**config.mk**
```make
export PLATFORM = sky130hd
export DESIGN_NAME = rx_data_receive
export DESIGN_NICKNAME = d
export VERILOG_FILES = /design/src/rtl/rx_data_receive.sv
export SDC_FILE = /design/constraint.sdc
export NUM_CORES = 1
export LEC_CHECK = 0
export ABC_AREA = 1
export CELL_PAD_IN_SITES_DETAIL_PLACEMENT = 0
export CELL_PAD_IN_SITES_GLOBAL_PLACEMENT = 1
export CORE_MARGIN = 2
export CORE_UTILIZATION = 30
export DETAILED_ROUTE_END_ITERATION = 6
export PLACE_DENSITY = 0.82
export SKIP_LAST_GASP = 1
export SLEW_MARGIN = 20
export SYNTH_ARGS = -nofsm -noshare
export SYNTH_HDL_FRONTEND = slang
export SYNTH_SLANG_ARGS = --single-unit
```
**constraint.sdc**
```tcl
create_clock -name pclk_rx -period 2.8 [get_ports pclk_rx]
set_input_delay 0.84 -clock pclk_rx [delete_from_list [all_inputs] [get_ports pclk_rx]]
set_output_delay 0.84 -clock pclk_rx [all_outputs]
set_load 0.01 [all_outputs]
```
**src/rtl/rx_data_receive.sv**
```systemverilog
// Receive-side data path: delivers N-Chars to the RX FIFO and time-codes to the host,
// tracks the receive credit granted to the remote end and flags credit/overflow errors.
module rx_data_receive #(
   parameter int unsigned MAX_CREDIT = 56,
   parameter int unsigned FCT_CHUNK  = 8,
   parameter int unsigned FIFO_AW    = 6
) (
   input  logic               pclk_rx,
   input  logic               reset_rx,
   input  logic               enable_rx,
   input  logic               rx_got_nchar,
   input  logic [8:0]         rx_nchar_i,
   input  logic               rx_got_time_code,
   input  logic [7:0]         rx_time_code_i,
   input  logic               rx_got_fct,
   input  logic               fct_sent,
   input  logic [FIFO_AW:0]   fifo_free,
   output logic [8:0]         rx_data_o,
   output logic               rx_data_wr,
   output logic [7:0]         time_out,
   output logic               tick_out,
   output logic               fct_request,
   output logic               tx_credit_inc,
   output logic [5:0]         rx_credit,
   output logic               credit_error,
   output logic               overflow_error
);

   typedef enum logic [1:0] {StIdle, StRun, StError} state_e;

   // Credit arithmetic is done at a comfortable width so sums never wrap.
   localparam logic [15:0] MaxCredit = 16'(MAX_CREDIT);
   localparam logic [15:0] FctChunk  = 16'(FCT_CHUNK);

   state_e      state_q, state_d;
   logic [8:0]  data_q, data_d;
   logic        wr_q, wr_d;
   logic [7:0]  time_q, time_d;
   logic        tick_q, tick_d;
   logic        req_q, req_d;
   logic        inc_q, inc_d;
   logic [5:0]  credit_q, credit_d;
   logic        cerr_q, cerr_d;
   logic        oerr_q, oerr_d;

   logic [15:0] credit_ext;
   logic [15:0] free_ext;
   logic [15:0] credit_sum;
   logic [15:0] accept_ext;
   logic [5:0]  time_seq;
   logic        accept;
   logic        err_now;

   assign credit_ext = 16'(credit_q);
   assign free_ext   = 16'(fifo_free);
   assign time_seq   = time_q[5:0] + 6'd1;

   // Next-state: FSM, N-Char acceptance, credit, time-code and FCT handling.
   always_comb begin
      state_d    = state_q;
      data_d     = data_q;
      wr_d       = 1'b0;
      time_d     = time_q;
      tick_d     = 1'b0;
      req_d      = 1'b0;
      inc_d      = 1'b0;
      credit_d   = credit_q;
      cerr_d     = cerr_q;
      oerr_d     = oerr_q;
      accept     = 1'b0;
      err_now    = 1'b0;
      accept_ext = 16'd0;
      credit_sum = credit_ext;

      if (!enable_rx) begin
         state_d  = StIdle;
         data_d   = '0;
         time_d   = '0;
         credit_d = '0;
         cerr_d   = 1'b0;
         oerr_d   = 1'b0;
      end else begin
         unique case (state_q)
            StIdle: state_d = StRun;
            StRun: begin
               if (rx_got_nchar) begin
                  if (credit_q == 6'd0) begin
                     cerr_d  = 1'b1;
                     err_now = 1'b1;
                  end else if (fifo_free == '0) begin
                     oerr_d  = 1'b1;
                     err_now = 1'b1;
                  end else begin
                     accept = 1'b1;
                     data_d = rx_nchar_i;
                     wr_d   = 1'b1;
                  end
               end
               // Time-codes and FCTs are still honoured in the cycle an N-Char errors.
               if (rx_got_time_code) begin
                  time_d = rx_time_code_i;
                  tick_d = (rx_time_code_i[5:0] == time_seq);
               end
               inc_d = rx_got_fct;

               accept_ext = 16'(accept);
               credit_sum = credit_ext - accept_ext + (fct_sent ? FctChunk : 16'd0);
               if (credit_sum > MaxCredit) begin
                  // Remote TX sent an FCT we could not have granted.
                  credit_d = MaxCredit[5:0];
                  cerr_d   = 1'b1;
                  err_now  = 1'b1;
               end else begin
                  credit_d = credit_sum[5:0];
               end

               // A pending request is held until the TX side reports the FCT sent.
               if (err_now || fct_sent) begin
                  req_d = 1'b0;
               end else if (req_q) begin
                  req_d = 1'b1;
               end else begin
                  req_d = (credit_ext + FctChunk <= MaxCredit) &&
                          (credit_ext + FctChunk <= free_ext);
               end

               if (err_now) state_d = StError;
            end
            StError: state_d = StError;
            default: state_d = StIdle;
         endcase
      end
   end

   // State registers with asynchronous clear.
   always_ff @(posedge pclk_rx or posedge reset_rx) begin
      if (reset_rx) begin
         state_q  <= StIdle;
         data_q   <= '0;
         wr_q     <= 1'b0;
         time_q   <= '0;
         tick_q   <= 1'b0;
         req_q    <= 1'b0;
         inc_q    <= 1'b0;
         credit_q <= '0;
         cerr_q   <= 1'b0;
         oerr_q   <= 1'b0;
      end else begin
         state_q  <= state_d;
         data_q   <= data_d;
         wr_q     <= wr_d;
         time_q   <= time_d;
         tick_q   <= tick_d;
         req_q    <= req_d;
         inc_q    <= inc_d;
         credit_q <= credit_d;
         cerr_q   <= cerr_d;
         oerr_q   <= oerr_d;
      end
   end

   assign rx_data_o      = data_q;
   assign rx_data_wr     = wr_q;
   assign time_out       = time_q;
   assign tick_out       = tick_q;
   assign fct_request    = req_q;
   assign tx_credit_inc  = inc_q;
   assign rx_credit      = credit_q;
   assign credit_error   = cerr_q;
   assign overflow_error = oerr_q;

endmodule

```
==> impl_table.tex <==
\begin{tabular}{lr}
\hline
Metric & Value \\
\hline
\multicolumn{2}{l}{\textbf{Outcome}} \\
Run status & completed \\
\multicolumn{2}{l}{\textbf{Floorplan}} \\
Io pins & 60 \\
Row count & 29 \\
Die width & between 80 and 90 µm \\
Standard cell core area & roughly 0.0063 mm² \\
Overall die area & just over 0.007 mm² \\
Effective utilization at floorplan & 0.307 \\
Die height & 84.4 µm \\
\multicolumn{2}{l}{\textbf{Placed design}} \\
HPWL after detailed placement & approximately 3.7 mm \\
RD Place Congestion & about 0.76 \\
Post-Place Cells & roughly 400 \\
Number of port buffers & 59 \\
\multicolumn{2}{l}{\textbf{Detailed routing}} \\
DRC violation count after routing & 0 \\
Iteration-0 DRC count of the detailed router & just under 60 \\
Iteration count of the initial detailed-routing pass & 4 \\
WL/cell & $\sim$12 µm \\
Drt total wl & approximately 5.2 mm \\
Vias per Instance & 4.57 \\
Number of vias in the routed layout & 1912 \\
Remaining number of nets flagged by the antenna check after routing & 0 \\
\multicolumn{2}{l}{\textbf{Setup path}} \\
Required time reported for the critical path endpoint & $\sim$3.0 ns \\
Setup crit start kind & input port \\
Kind of end point of the critical path & register \\
CP max stage cell & ha\_2 \\
Reg-to-Reg Start & rx\_credit[1]\$\_DFFE\_PP0P\_ \\
Data arrival time of the worst path & 2.88 ns \\
Type of the worst setup path & input port to register \\
Sequence of cells on the critical path & dlygate4sd2\_1, inv\_2, nand3\_4, nor2\_4, nor2\_4, ha\_4, nand2\_2, xor2\_1, ha\_2, inv\_1, nor2\_1, nand4\_1, nand2\_4, nand4\_1, nand2\_1, nand2\_1 \\
Worst r2r path cells & 15 \\
Largest stage delay on the critical path & 0.25 ns \\
Worst reg-to-reg setup slack & between 0.2 and 0.3 ns \\
End of the worst register-to-register path & state\_q[0]\$\_DFFE\_PP0P\_ \\
CP max FO & 6 \\
\multicolumn{2}{l}{\textbf{Clocking}} \\
CTS clk-pin slew, worst paths & about 0.060 ns \\
Total CTS buffers & 5 \\
Depth of the CTS H-tree & 2 \\
Cts-stage hold buffer count & 0 \\
CTS max path bufs & 2 \\
Clock Latency Late Sink & about 0.28 ns \\
Clock tree root driver cell & clkbuf\_8 \\
TritonCTS clock tree & done \\
Sink count of the clock tree & 31 \\
\multicolumn{2}{l}{\textbf{Timing}} \\
Post-layout minimum cycle time & 2.71 ns \\
Upper clock frequency limit & $\sim$370 MHz \\
Max\_slew headroom & 0.724 \\
Clk\_skew & about 0.0052 ns \\
Summed negative setup slack over all endpoints & 0 ns \\
Final period utilization & 0.969 \\
Setup violators final & 0 \\
Number of hold-slack violations in the final timing report & 0 \\
Number of slew-limit violations in the final report & 0 \\
Slew at the pin closest to its max-slew limit & roughly 0.4 ns \\
\multicolumn{2}{l}{\textbf{Yosys}} \\
Count of synthesis-stage warnings from yosys & 0 \\
Cell area after technology mapping & around 0.0019 mm² \\
Count of cell types in the netlist & 26 \\
Flop and latch count out of synthesis & 31 \\
Syn\_area\_per\_cell & 7.95 µm² \\
Post-Syn Instances & approximately 240 \\
Predominant post-synthesis flop cell & dfrtp\_1 \\
Cells taking the most area after synthesis & dfrtp\_1 40\%, nand2\_1 13\%, ha\_1 11\% \\
Area fraction of the dominant cell type after synthesis & 0.400 \\
Post-synth ARST share & 1.00 \\
Number of enable-type register cells in the synthesized netlist & 0 \\
Cell type contributing the most total cell area after synthesis & dfrtp\_1 \\
Share of the yosys chip area belonging to registers & 0.400 \\
Synthesized netlist net count & around 290 \\
\multicolumn{2}{l}{\textbf{Pwr}} \\
Reported leakage power & 1.49 nW \\
Maximum resistive drop on vdd & 0.474 mV \\
Combinational power share & 0.654 \\
Net Sw Power & $\sim$1.2 mW \\
Internal power & 1.64 mW \\
Power density over the cells & 905 mW/mm² \\
Switching share of power & 0.414 \\
Post-route total power & $\sim$2.8 mW \\
Reg power frac & 0.209 \\
Clock Power Share & 0.137 \\
\multicolumn{2}{l}{\textbf{Finish}} \\
Count of nets after finishing & 388 \\
Fraction of final layout cells with drive strength greater than 1 & 0.229 \\
Count of placed standard cells in the final layout, fillers left out & approximately 420 \\
Area growth syn-to-layout & 59.3\% \\
Number of diodes added for antenna fixing & 0 \\
\multicolumn{2}{l}{\textbf{Global routing}} \\
Total routing resource utilization after global routing & 0.140 \\
Vias in the first global route & 1816 \\
Antenna violations before repair & 0 \\
Wire length of the first global-routing pass & about 8.2 mm \\
Total gr overflow & 0 \\
Maximum number of pins on one net before global-route repair & 32 \\
\multicolumn{2}{l}{\textbf{Worst hold path}} \\
Launch instance of the worst min-delay path & credit\_error\$\_DFFE\_PP0P\_ \\
Worst hold path stage count & 2 \\
Worst hold endpoint & credit\_error\$\_DFFE\_PP0P\_ \\
Worst Hold Class & register to register \\
\multicolumn{2}{l}{\textbf{Flow run}} \\
Count of max-cap constraint violations & 0 \\
\hline
\end{tabular}
worst max-delay path: cells and delay by family:
| kind | cells | cell delay (ns) |
|---|---|---|
| xor gates and xnor gates | 1 | 0.18 |
| adders and majority gates | 2 | 0.42 |
| and+or+nand+nor | 10 | 1.05 |
| buffers and inverters | 3 | 0.39 |
stage by stage:
stage | util | hold WS, ns | area [µm²] | worst slack [ns]
2_1_floorplan | - | 0.442 | 1940 | 0.0218
3_3_place_gp | 0.439 | 0.465 | 2770 | -0.545
3_5_place_dp | 0.439 | 0.462 | 2770 | -0.661
4_1_cts | 0.471 | 0.480 | 2980 | 0.00465
5_1_grt | 0.489 | 0.507 | 3090 | -0.0998
6_report | 0.489 | 0.478 | 3090 | 0.0873
layer usage:
metal  GRT usage  up-vias  share of wire  wire length [µm]
met2       0.221       59           0.47              2420
met5           0        -              0                 0
li1            -      987              -                 -
met1       0.189      857           0.45              2350
met4      0.0433        0          0.017                89
met3      0.0383        9          0.063               326
worst max-delay path by stage:
stage	slack [ns]	from	cells past startpoint	endpoint
CTS	0.005	fifo_free[0]	18	state_q[1]$_DFFE_PP0P_
global route	-0.1	fifo_free[2]	16	state_q[1]$_DFFE_PP0P_
floorplan	0.02	fifo_free[1]	18	credit_error$_DFFE_PP0P_
detailed placement	-0.66	fifo_free[4]	17	credit_error$_DFFE_PP0P_
global placement	-0.54	fifo_free[6]	17	credit_error$_DFFE_PP0P_
finish	0.09	fifo_free[3]	16	state_q[0]$_DFFE_PP0P_
cell families after synthesis:
logic type	after synthesis	synth area share
buffers and inverters	33	0.0638
DFF	31	0.400
adders and majority gates	17	0.110
AOI/OAI and AO/OA	18	0.0548
and+or+nand+nor	132	0.313
xor gates and xnor gates	13	0.0587
flip-flops by register name, indices dropped and copies added, names as in the netlist:
signal          flops
time_out            8
overflow_error      1
tx_credit_inc       1
state_q             2
rx_credit           6
rx_data_o           9
tick_out            1
fct_request         1
rx_data_wr          1
credit_error        1
synthesized netlist by cell type (2+ instances only):
cell and instances:
nor3_1 2, ha_1 17, clkbuf_1 3, o21ai_0 6, xnor2_1 7, a21oi_1 4
nand3_1 30, nand2_1 68, xor2_1 6, nand4_1 5, dfrtp_1 31, nand3b_1 4
nor2_1 11, inv_1 29, nor2_2 3, nand2_2 5, o22ai_1 4
cell type report:
| cell class | instances | area, µm² |
|---|---|---|
| timing repair buffer | 92 | 825 |
| inverter | 30 | 113 |
| clock buffer | 8 | 100 |
| multi-input combinational | 180 | 1180 |
| fill | 649 | 3220 |
| tap | 77 | 96.3 |
| sequential | 31 | 776 |
power by group through the flow:
stage | clock network (mW) | registers (mW) | logic, mW
after floorplan | 0 | 0.630 | 0.822
after global placement | 0 | 0.597 | 1.43
after detailed placement | 0 | 0.593 | 1.44
after CTS | 0.395 | 0.586 | 1.58
after global routing | 0.408 | 0.596 | 2.02
final | 0.383 | 0.585 | 1.83
placed cells by master (no fill, tap or decap), types with 7 or more instances in the layout:
cell and count:
buf_4 33, clkbuf_8 7, clkdlybuf4s50_1 51, dfrtp_1 31, ha_1 13, inv_1 23
inv_2 7, nand2_1 63, nand2_2 8, nand3_1 26, nor2_1 7, xnor2_1 7
repair_timing:
item / CTS / global route
endpoints found under the hold margin: 0 / 0
pin swaps: 16 / 19
gates resized for setup: 28 / 21
setup endpoints to repair: 10 / 10
setup buffers: 8 / 5
Power figures use the tool's default switching activity.
